--- src/rtl/stream_rr_arbiter.sv ---
// Round-robin, packet-atomic arbiter feeding a single registered valid/ready stage.
// out_src tags every beat with the requester index so responses can be routed back.
module stream_rr_arbiter #(
  parameter  int NUM_REQ = 4,
  parameter  int WIDTH   = 32,
  localparam int IDW     = (NUM_REQ > 1) ? $clog2(NUM_REQ) : 1
) (
  input  logic                     clk,
  input  logic                     rst_n,
  input  logic [NUM_REQ-1:0]       in_valid,
  output logic [NUM_REQ-1:0]       in_ready,
  input  logic [NUM_REQ*WIDTH-1:0] in_data,
  input  logic [NUM_REQ-1:0]       in_last,
  output logic                     out_valid,
  input  logic                     out_ready,
  output logic [WIDTH-1:0]         out_data,
  output logic                     out_last,
  output logic [IDW-1:0]           out_src
);

  typedef enum logic {
    ST_IDLE,
    ST_LOCKED
  } state_e;

  state_e           state_q, state_d;
  logic [IDW-1:0]   ptr_q, ptr_d;
  logic [IDW-1:0]   lock_q, lock_d;
  logic             out_valid_q, out_valid_d;
  logic [WIDTH-1:0] out_data_q, out_data_d;
  logic             out_last_q, out_last_d;
  logic [IDW-1:0]   out_src_q, out_src_d;

  logic               stage_en;
  logic               grant_vld;
  logic [IDW-1:0]     grant_idx;
  logic [NUM_REQ-1:0] grant_oh;
  logic               sel_valid;
  logic               sel_last;
  logic [WIDTH-1:0]   sel_data;
  logic               accept;
  int unsigned        scan_pos;

  assign stage_en = ~out_valid_q | out_ready;

  // Scan from ptr upward with wrap; first valid requester wins unless a packet holds the lock.
  always_comb begin
    grant_vld = 1'b0;
    grant_idx = '0;
    scan_pos  = 0;
    if (state_q == ST_LOCKED) begin
      grant_vld = 1'b1;
      grant_idx = lock_q;
    end else begin
      for (int unsigned k = 0; k < NUM_REQ; k++) begin
        scan_pos = 32'(ptr_q) + k;
        if (scan_pos >= NUM_REQ) scan_pos = scan_pos - NUM_REQ;
        if (!grant_vld && in_valid[IDW'(scan_pos)]) begin
          grant_vld = 1'b1;
          grant_idx = IDW'(scan_pos);
        end
      end
    end
  end

  always_comb begin
    grant_oh  = '0;
    sel_valid = 1'b0;
    sel_last  = 1'b0;
    sel_data  = '0;
    for (int unsigned i = 0; i < NUM_REQ; i++) begin
      if (IDW'(i) == grant_idx) begin
        grant_oh[i] = grant_vld;
        sel_valid   = in_valid[i];
        sel_last    = in_last[i];
        sel_data    = in_data[i*WIDTH +: WIDTH];
      end
    end
  end

  assign in_ready = stage_en ? grant_oh : '0;
  assign accept   = grant_vld & sel_valid & stage_en;

  always_comb begin
    state_d     = state_q;
    ptr_d       = ptr_q;
    lock_d      = lock_q;
    out_valid_d = out_valid_q;
    out_data_d  = out_data_q;
    out_last_d  = out_last_q;
    out_src_d   = out_src_q;
    if (accept) begin
      out_valid_d = 1'b1;
      out_data_d  = sel_data;
      out_last_d  = sel_last;
      out_src_d   = grant_idx;
      if (sel_last) begin
        state_d = ST_IDLE;
        ptr_d   = (grant_idx == IDW'(NUM_REQ - 1)) ? '0 : grant_idx + IDW'(1);
      end else begin
        state_d = ST_LOCKED;
        lock_d  = grant_idx;
      end
    end else if (out_ready) begin
      out_valid_d = 1'b0;
    end
  end

  always_ff @(posedge clk or negedge rst_n) begin
    if (!rst_n) begin
      state_q     <= ST_IDLE;
      ptr_q       <= '0;
      lock_q      <= '0;
      out_valid_q <= 1'b0;
      out_data_q  <= '0;
      out_last_q  <= 1'b0;
      out_src_q   <= '0;
    end else begin
      state_q     <= state_d;
      ptr_q       <= ptr_d;
      lock_q      <= lock_d;
      out_valid_q <= out_valid_d;
      out_data_q  <= out_data_d;
      out_last_q  <= out_last_d;
      out_src_q   <= out_src_d;
    end
  end

  assign out_valid = out_valid_q;
  assign out_data  = out_data_q;
  assign out_last  = out_last_q;
  assign out_src   = out_src_q;

endmodule

--- config.mk ---
export PLATFORM = sky130hd
export DESIGN_NAME = stream_rr_arbiter
export DESIGN_NICKNAME = d
export VERILOG_FILES = /design/src/rtl/stream_rr_arbiter.sv
export SDC_FILE = /design/constraint.sdc
export NUM_CORES = 1
export LEC_CHECK = 0
export BUFFER_PORTS_ARGS = -buffer_cell sky130_fd_sc_hd__clkbuf_2
export CORE_MARGIN = 5
export CORE_UTILIZATION = 39
export DETAILED_ROUTE_END_ITERATION = 12
export GPL_TIMING_DRIVEN = 0
export PLACE_DENSITY = 0.77
export SLEW_MARGIN = 20
export SYNTH_ARGS = -nofsm -noshare
export SYNTH_HDL_FRONTEND = slang
export SYNTH_SLANG_ARGS = --single-unit
--- constraint.sdc ---
create_clock -name clk -period 2.9 [get_ports clk]
set_input_delay 0.29 -clock clk [delete_from_list [all_inputs] [get_ports clk]]
set_output_delay 0.29 -clock clk [all_outputs]
set_load 0.1 [all_outputs]
=== After elaboration in Yosys (flattened, before gate mapping) ===
Cells that the tools add are included.

* Register bits: 41
* Input bits: 139
* Logic and storage cells: 92

* Add/sub/neg operators: 8
* $lt $le $gt $ge: 8
* Equal/unequal tests: 4
* Muxes and demuxes: 50
* Bitwise gates (word level): 5
* Reduce and logical (&&, ||, !) cells: 10

{| class="wikitable"
|+ Operators by type and width
! cell !! number
|-
| $mux 32 || 4
|-
| $mux 2 || 14
|-
| $mux 1 || 27
|-
| $lt 2x3->1 const B || 4
|-
| $ge 3x3->1 const B || 3
|-
| $bmux 1 s2 || 4
|-
| $sub 2x1->2 const B || 4
|-
| $add 2x2->3 const B || 2
|-
| $eq 2x2->1 const A || 2
|-
| $mux 4 || 1
|-
| $reduce_and 2->1 || 2
|-
| $add 2x1->3 const B || 1
|-
| $ge 2x3->1 const B || 1
|-
| $logic_and 1x1->1 || 3
|-
| $logic_not 1->1 || 3
|-
| $add 2x1->2 const B || 1
|-
| $and 1x1->1 || 2
|-
| $eq 1x2->1 const A || 1
|-
| $eq 2x2->1 const B || 1
|-
| $logic_not 2->1 || 1
|-
| $not 1->1 || 2
|-
| $reduce_bool 2->1 || 1
|-
| $or 1x1->1 || 1
|}

=== Logic depth before layout (Yosys ltp) ===
Gate-level depths: netlist (run 1).

* Word-level depth: 27
* Depth in mapped cells: 11

=== Least setup slack after synthesis (run 1) ===
Ideal clock, no wire load.

* Kind: reg-to-output
* Start point: reg ptr_q[1]
* End point: out in_ready[3]
* Data arrival time: 2.777 ns
* Path slack: -0.167 ns
* Cell stages (with the launch flop): 9
* Buffers on the path: 3
* Path through: dfrtp_1 mux2i_1 o221ai_1 o21ai_0 ha_1 buf_2 clkbuf_1 clkbuf_1 and2_1

* Longest elaborated chain between the ends: 22
* Elaborated cells on any way between the ends: 49
* Classes of those cells: 7 x add/sub; 4 x order compare; 1 x eq/ne; 31 x mux; 6 x reduce/logical

{| class="wikitable"
|+ Ends and longest elaborated chain
! what !! line !! text
|-
| start: declaration || 27 || <nowiki>logic [IDW-1:0] ptr_q, ptr_d;</nowiki>
|-
| start signal: assignment || 120 || <nowiki>ptr_q <= ptr_d;</nowiki>
|-
| $ge 2x3->1 or $sub 2x1->2 (tied branches) || 57 || <nowiki>if (scan_pos >= NUM_REQ) scan_pos = scan_pos - NUM_REQ;</nowiki>
|-
| $mux 2 || 57 ||
|-
| $mux 2 || 51 || <nowiki>if (state_q == ST_LOCKED) begin</nowiki>
|-
| $bmux 1 s2 || 58 || <nowiki>if (!grant_vld && in_valid[IDW'(scan_pos)]) begin</nowiki>
|-
| $mux 1 (implied by the code) || 58 ||
|-
| $mux 1 || 58 ||
|-
| $mux 1 || 51 ||
|-
| $logic_not 1->1 || 58 ||
|-
| (+7 left out) || n/a ||
|-
| $logic_not 1->1 || 58 ||
|-
| $logic_and 1x1->1 || 58 ||
|-
| $mux 2 (*) || 58 ||
|-
| $mux 2 (*) || 51 ||
|-
| net grant_idx[0] || 36 || <nowiki>logic [IDW-1:0] grant_idx;</nowiki>
|-
| $eq 2x2->1 (*) || 72 || <nowiki>if (IDW'(i) == grant_idx) begin</nowiki>
|-
| $mux 1 (*) || 72 ||
|-
| $mux 4 (*) || 81 || <nowiki>assign in_ready = stage_en ? grant_oh : '0;</nowiki>
|-
| end: declaration || 11 || <nowiki>output logic [NUM_REQ-1:0] in_ready,</nowiki>
|}

The timed path passes the listed nets; every way through them passes the cells marked *. The select of a mux whose other input is x is not followed.

=== Final worst setup path (run 1) ===
* Start point: reg ptr_q[1]
* End point: reg lock_q[1]

* Longest elaborated chain between the ends: 27
* Elaborated cells on any way between the ends: 62
* Classes of those cells: 7 x add/sub; 4 x order compare; 3 x eq/ne; 37 x mux; 3 x bitwise; 8 x reduce/logical

{| class="wikitable"
|+ Ends and longest elaborated chain
! what !! line !! text
|-
| $ge 2x3->1 or $sub 2x1->2 (tied branches) || 57 ||
|-
| $mux 2 || 57 ||
|-
| $mux 2 || 51 ||
|-
| $bmux 1 s2 || 58 ||
|-
| $mux 1 (implied by the code) || 58 ||
|-
| $mux 1 || 58 ||
|-
| $mux 1 || 51 ||
|-
| $logic_not 1->1 || 58 ||
|-
| (+8 left out) || n/a ||
|-
| $logic_and 1x1->1 || 58 ||
|-
| $mux 2 (*) || 58 ||
|-
| $mux 2 (*) || 51 ||
|-
| net grant_idx[0] || 36 ||
|-
| $logic_not 2->1 || 72 ||
|-
| $mux 1 (4 in a row) || 72 ||
|-
| $and 1x1->1 (2 in a row) || 82 || <nowiki>assign accept = grant_vld & sel_valid & stage_en;</nowiki>
|-
| $reduce_and 2->1 (no source line) (*) || n/a ||
|-
| end signal: assignment || 121 || <nowiki>lock_q <= lock_d;</nowiki>
|-
| end: declaration || 28 || <nowiki>logic [IDW-1:0] lock_q, lock_d;</nowiki>
|}

Marked as above.
A chain may end at the register's enable or synchronous reset.

==> results of run 1 <==
[synthesized netlist by cell type]
library cell,number
mux2_1,7
and2_1,4
nor3b_1,2
nor2b_1,36
inv_1,7
clkbuf_1,19
a2111o_1,1
nand2b_4,1
o21ai_0,3
or3b_1,1
nor4_2,1
nand2b_1,2
a2bb2oi_1,1
a211oi_1,3
buf_2,2
a221o_1,1
o221ai_1,1
o31ai_1,31
nor2_1,1
o311a_1,1
a21boi_1,1
mux2i_1,3
a21oi_1,4
buf_6,4
mux2_4,29
a22o_1,1
nor4_1,1
a21boi_0,1
dfrtp_1,41
a221oi_1,31
buf_1,1
nand3b_1,3
ha_1,4
nand2_1,37
[metrics by stage]
stage          hold slack (ps)  utilization [%]
2_1_floorplan           -5.591                -
3_3_place_gp             465.6            53.94
3_5_place_dp             482.2            53.94
4_1_cts                  205.7            56.72
5_1_grt                  202.4            59.00
6_report                 132.7            59.00
[final cells by class]
class	instances	area [um2]
Clock inverter	1	30.03
Fill cell	649	2974
Timing Repair Buffer	186	984.7
Inverter	7	26.28
Tap cell	99	123.9
Clock buffer	7	86.33
Buffer	25	193.9
Sequential cell	41	1027
Multi-Input combinational cell	212	1807
[path summary, 6_finish.rpt]
| check | slack (ps) | cells past startpoint | startpoint | endpoint |
|---|---|---|---|---|
| worst max-delay path | 120 | 9 | ptr_q[1]$_DFFE_PN0P_ | lock_q[1]$_DFFE_PN0P_ |
| worst min-delay path | 130 | 1 | rst_n | out_data[4]$_DFFE_PN0P_ |
| worst max register to register | 120 | 9 | ptr_q[1]$_DFFE_PN0P_ | lock_q[1]$_DFFE_PN0P_ |
| worst min register to register | 480 | 1 | lock_q[1]$_DFFE_PN0P_ | lock_q[1]$_DFFE_PN0P_ |
| max in group asynchronous | 2140 | 1 | rst_n | ptr_q[1]$_DFFE_PN0P_ |
| min in group clk | 320 | 4 | in_data[125] | out_data[29]$_DFFE_PN0P_ |
[flip-flops by register name, summed over array words and instances (netlist names)]
| signal | count |
|---|---|
| out_data | 32 |
| lock_q | 2 |
| out_src | 2 |
| ptr_q | 2 |
| out_last | 1 |
| out_valid | 1 |
| state_q | 1 |
[layer usage]
metal / global-route usage, % / vias to the layer above / share of wire, %
met4: 7.346 / 0 / 2.2
met2: 35.48 / 137 / 50
met1: 25.93 / 1469 / 41
met5: 0 / - / 0
met3: 4.769 / 21 / 7.5
li1: - / 1452 / -
[logic make-up (layout without fill, tap and decap cells)]
kind of cell | Yosys count | count (layout) | synth area share [%]
mux | 39 | 39 | 18.80
buf+inv | 33 | 226 | 5.402
fa+ha+maj | 4 | 4 | 1.729
simple gates | 89 | 89 | 16.72
flops | 41 | 41 | 35.44
compound gates | 80 | 80 | 21.91
[worst max-delay path, cell delays in order (launching register included)]
cell,delay [ps]
dfrtp_2,460
or3b_1,410
o221ai_2,100
o21ai_2,140
ha_1,210
clkbuf_4,170
a221o_1,390
buf_4,170
nor4_4,250
mux2_1,350
[what timing repair did]
item	4_1_cts	5_1_grt
hold endpoints to repair	0	0
resized for setup	26	41
pin swaps	1	5
endpoints found under the setup margin	42	37
setup buffers	2	6
==> impl_results.md, run 1 <==
* RD Place Congestion at approximately 0.79
* Final Non-Filler Cells at 578
* Largest net degree at the start of global routing at 42
* Routed Antenna Nets at 0
* Initial antenna violation count at 0
* Post-synth cell types at 34
* CP Class: flop to flop
* Max Fanout on Critical Path at 8
* Critical Path RT at ~3000 ps
* Max_cap viols at 0
* Slew headroom at roughly two fifths
* Post-synthesis cell area at 0.002895 mm2
* Commonest non-fill, non-tap cell in the layout: clkbuf_2
* Synth area leaders: dfrtp_1 35%, mux2_4 15%, a221oi_1 9.4%, o31ai_1 8.0%, nor2b_1 7.8%
* Setup Viol. Count Final at 0
* Most area-hungry cell type in the Yosys netlist: dfrtp_1
* Status: finished, final reports clean
* I/O pins at ~180
* CTS tree: built
* HP Class: input pin to asynchronous set/reset pin
* Fin Setup TNS at 0 ps
* Setup crit start kind: flop
* Post-place setup slack at -654.5 ps
* Yosys warnings at 0
* WL/cell at between 15 and 20 um
* Die W at 96.16 um
* Fin area at between 0.004 and 0.005 mm2
* F_max at between 0.3 and 0.4 GHz
* Vias at between 3000 and 4000
* Placed Cells at 563
* Min Tclk post-route at roughly 2800 ps
* Synthesis-to-finish area growth at 47.80%
* Max Root-Sink Buffers at 2
* Synth top area share at between 30% and 40%
* Clk_lat worst skew at 290 ps
* IO Port Bufs at between 150 and 200
* CTS root buffer: clkbuf_8
* Number of placement rows at 31
* Iter 0 DRT Violations at 53
* Sequential-to-total area share from yosys stat at between 30% and 40%
* Avg Cell Area, Syn at roughly 10 um2
* Commonest non-fill, non-tap cells in the layout: 177 x clkbuf_2, 40 x dfrtp_1, 37 x nand2_1
* Unrepaired setup endpoints after global routing: yes
* Mapped Cells at 286
* Setup ws final at ~120 ps
* Final #Nets at slightly above 600
* Tot GR Track Use at 20.93%
* Clk slew on worst S/H paths at 80 ps
* Setup Skew at 7.651 ps
* Vias in the first global route at 3179
* Vias per cell at about 5.3
* First-pass GRT wire length at 14970 um
* Max Slew Vio Count at 0
* Die Y at roughly 96 um
* CP Data Arrival Time at ~3000 ps
* Count of clock tree sinks at between 40 and 50
* # diodes at 0
* Post-DP HPWL at 7658 um
* Die area at around 0.0092 mm2
* FF+latch count, synth at just over 40
* Slew @ Worst Pin at 921.2 ps
* CORE AREA at around 0.0073 mm2
* First-pass DRT Iterations at 4
* DP Area at 0.003913 mm2
* Post-synth net total at approximately 430
* Residual DRC count at 0
* Cts bufs inserted at 5
* Starting density of the core at around 40%
* H-tree levels at 2
* Share of cells above drive strength 1 at a little over half
* Final Hold Viols at 0
* Final period util at a little over nine tenths
* CP endpoint kind: flop
* Cts hold-fix bufs at 0
* Global route overflow at 0
* Final wirelength at ~10000 um
Power of run 1 is left out: the tool's default activity adds up to more than one toggle a clock period on the data nets, which glitch-free logic cannot reach.
==> run 2: changes to the inputs <==
- RECOVER_POWER: not set -> 50
==> impl_results.md, run 2 (same netlist as run 1, synthesis figures left out) <==
* Status: finished, violations left
* Violated checks: capacitance limit, slew limit
* CP Data Arrival Time at 2950 ps (about the same)
* I/O pins at 179 (unchanged)
* Die W at 96.16 um (unchanged)
* Die area at 0.009247 mm2 (unchanged)
* Global route overflow at 0 (unchanged)
* # diodes at 0 (unchanged)
* GR Util met2 at 35.48% (unchanged)
* Hold path endpoint: out_data[29]$_DFFE_PN0P_
* Placed Cells at 563 (unchanged)
* Max reg flops at 32 (unchanged)
* Iter 0 DRT Violations at 58 (+9.4%)
* Layer with the highest usage: met2
* Final period util at 95.71% (about the same)
* Slew @ Worst Pin at 2206 ps (+1285 ps)
* CP endpoint kind: flop
* Vias in the first global route at 3179 (unchanged)
* Max_cap viols at 1 (+1)
* Post-place setup slack at -654.5 ps (unchanged)
* First-pass DRT Iterations at 4 (unchanged)
* Slew headroom at -47.09% (-86 points)
* CTS root buffer: clkbuf_8
* Setup ws final at 124.3 ps (+0.2860 ps)
* Vias per cell at 5.336 (+0.16%)
* Final wirelength at 10010 um (+0.17%)
* Final Hold Viols at 0 (unchanged)
* R2r worst-path depth at 9 (unchanged)
* Setup Viol. Count Final at 0 (unchanged)
* Final #Nets at 621 (unchanged)
* Commonest non-fill, non-tap cell in the layout: clkbuf_2
* Largest net degree at the start of global routing at 42 (unchanged)
* # fillers at 658 (+1.4%)
* Residual DRC count at 0 (unchanged)
* H-tree levels at 2 (unchanged)
* Clk slew on worst S/H paths at 80 ps (about the same)
* HP Start: in_data[125]
* Tot GR Track Use at 20.93% (unchanged)
* Setup Skew at 7.320 ps (-0.3316 ps)
* Routed Antenna Nets at 0 (unchanged)
* Max Root-Sink Buffers at 2 (unchanged)
* Critical Path RT at 3070 ps (about the same)
* Count of clock tree sinks at 41 (unchanged)
* HP Class: input pin to flop
* RD Place Congestion at 0.7919 (unchanged)
* Reg2Reg Setup Slack at 120 ps (about the same)
* Fin Setup TNS at 0 ps (unchanged)
* Cts bufs inserted at 5 (unchanged)
* Final Non-Filler Cells at 578 (unchanged)
* Max Fanout on Critical Path at 8 (unchanged)
* R2r endpoint: lock_q[1]$_DFFE_PN0P_
* First-pass GRT wire length at 14970 um (unchanged)
* CP Class: flop to flop
* Commonest non-fill, non-tap cells in the layout: 158 x clkbuf_2, 40 x dfrtp_1, 37 x nand2_1
* F_max at 0.3603 GHz (about the same)
* Post-DP HPWL at 7658 um (unchanged)
* Number of placement rows at 31 (unchanged)
* Share of cells above drive strength 1 at 49.48% (-4.2 points)
* Clk_lat worst skew at 290 ps (about the same)
* Met1 GRT Util at 25.93% (unchanged)
* Met3 GRT Util at 4.769% (unchanged)
* Die Y at 96.16 um (unchanged)
* Min Tclk post-route at 2776 ps (-0.2860 ps)
* Starting density of the core at 39.92% (unchanged)
* Finished Core Util at 58.65% (-0.35 points)
* Vias at 3084 (+0.16%)
* FF-to-FF Start: ptr_q[1]$_DFFE_PN0P_
* CORE AREA at 0.007253 mm2 (unchanged)
* Setup crit start kind: flop
* Synthesis-to-finish area growth at 46.93%
* CTS tree: built
* IO Port Bufs at 178 (unchanged)
* Initial antenna violation count at 0 (unchanged)
* WL/cell at 17.31 um (+0.17%)
* Unrepaired setup endpoints after global routing: yes
* Max Slew Vio Count at 42 (+42)
* Cts hold-fix bufs at 0 (unchanged)
* WHS Path Cells at 4
[run 2: changes by cell type in the layout (fill, tap and decap cells not counted), sizes merged]
cell	previous run	this run
clkbuf	199	200
buf	19	18
[run 2: area by class of cell]
cell class / instances / area (um2) / area share (%)
multi-input cells: 212 / 1807 / 42.47
flip-flops and latches: 41 / 1027 / 24.15
repair buffers: 186 / 959.7 / 22.56
plain buffers: 25 / 193.9 / 4.559
well taps: 99 / 123.9 / 2.912
clock buffers: 7 / 86.33 / 2.029
clock inverters: 1 / 30.03 / 0.7059
inverters: 7 / 26.28 / 0.6176
[run 2: worst max-delay path by stage]
| stage | startpoint | endpoint | slack (ps) |
|---|---|---|---|
| after global placement | ptr_q[1]$_DFFE_PN0P_ | in_ready[3] | -600 |
| after global routing | ptr_q[1]$_DFFE_PN0P_ | lock_q[1]$_DFFE_PN0P_ | -40 |
| after CTS | ptr_q[1]$_DFFE_PN0P_ | lock_q[1]$_DFFE_PN0P_ | 7 |
| after detailed placement | ptr_q[1]$_DFFE_PN0P_ | in_ready[3] | -650 |
| after floorplan | ptr_q[1]$_DFFE_PN0P_ | in_ready[1] | 60 |
| final | ptr_q[1]$_DFFE_PN0P_ | lock_q[1]$_DFFE_PN0P_ | 120 |
[run 2: per-layer routing]
metal / vias to the layer above / wire length (um)
met5: - / 0
met4: 0 / 216
li1: 1451 / -
met2: 140 / 4960
met1: 1472 / 4088
met3: 21 / 742
[run 2: critical path: stages (launching register included)]
cell and delay [ps]:
dfrtp_2 460, or3b_1 410, o221ai_2 100, o21ai_2 140, ha_1 210, clkbuf_4 170, a221o_1 390, buf_4 170
nor4_4 250, mux2_1 350
[run 2: repair_timing]
action	in CTS	in global routing
resized for setup	26	41
endpoints found under the setup margin	42	37
setup buffers	2	6
pin swaps	1	5
[run 2: stage by stage]
step | cell area, um2 | hold WS, ps
2_1_floorplan | 2898 | -5.591
3_3_place_gp | 3913 | 465.6
3_5_place_dp | 3913 | 482.2
4_1_cts | 4114 | 205.7
5_1_grt | 4254 | 320.0
6_report | 4254 | 316.0
Power of run 2 is left out for the same reason.
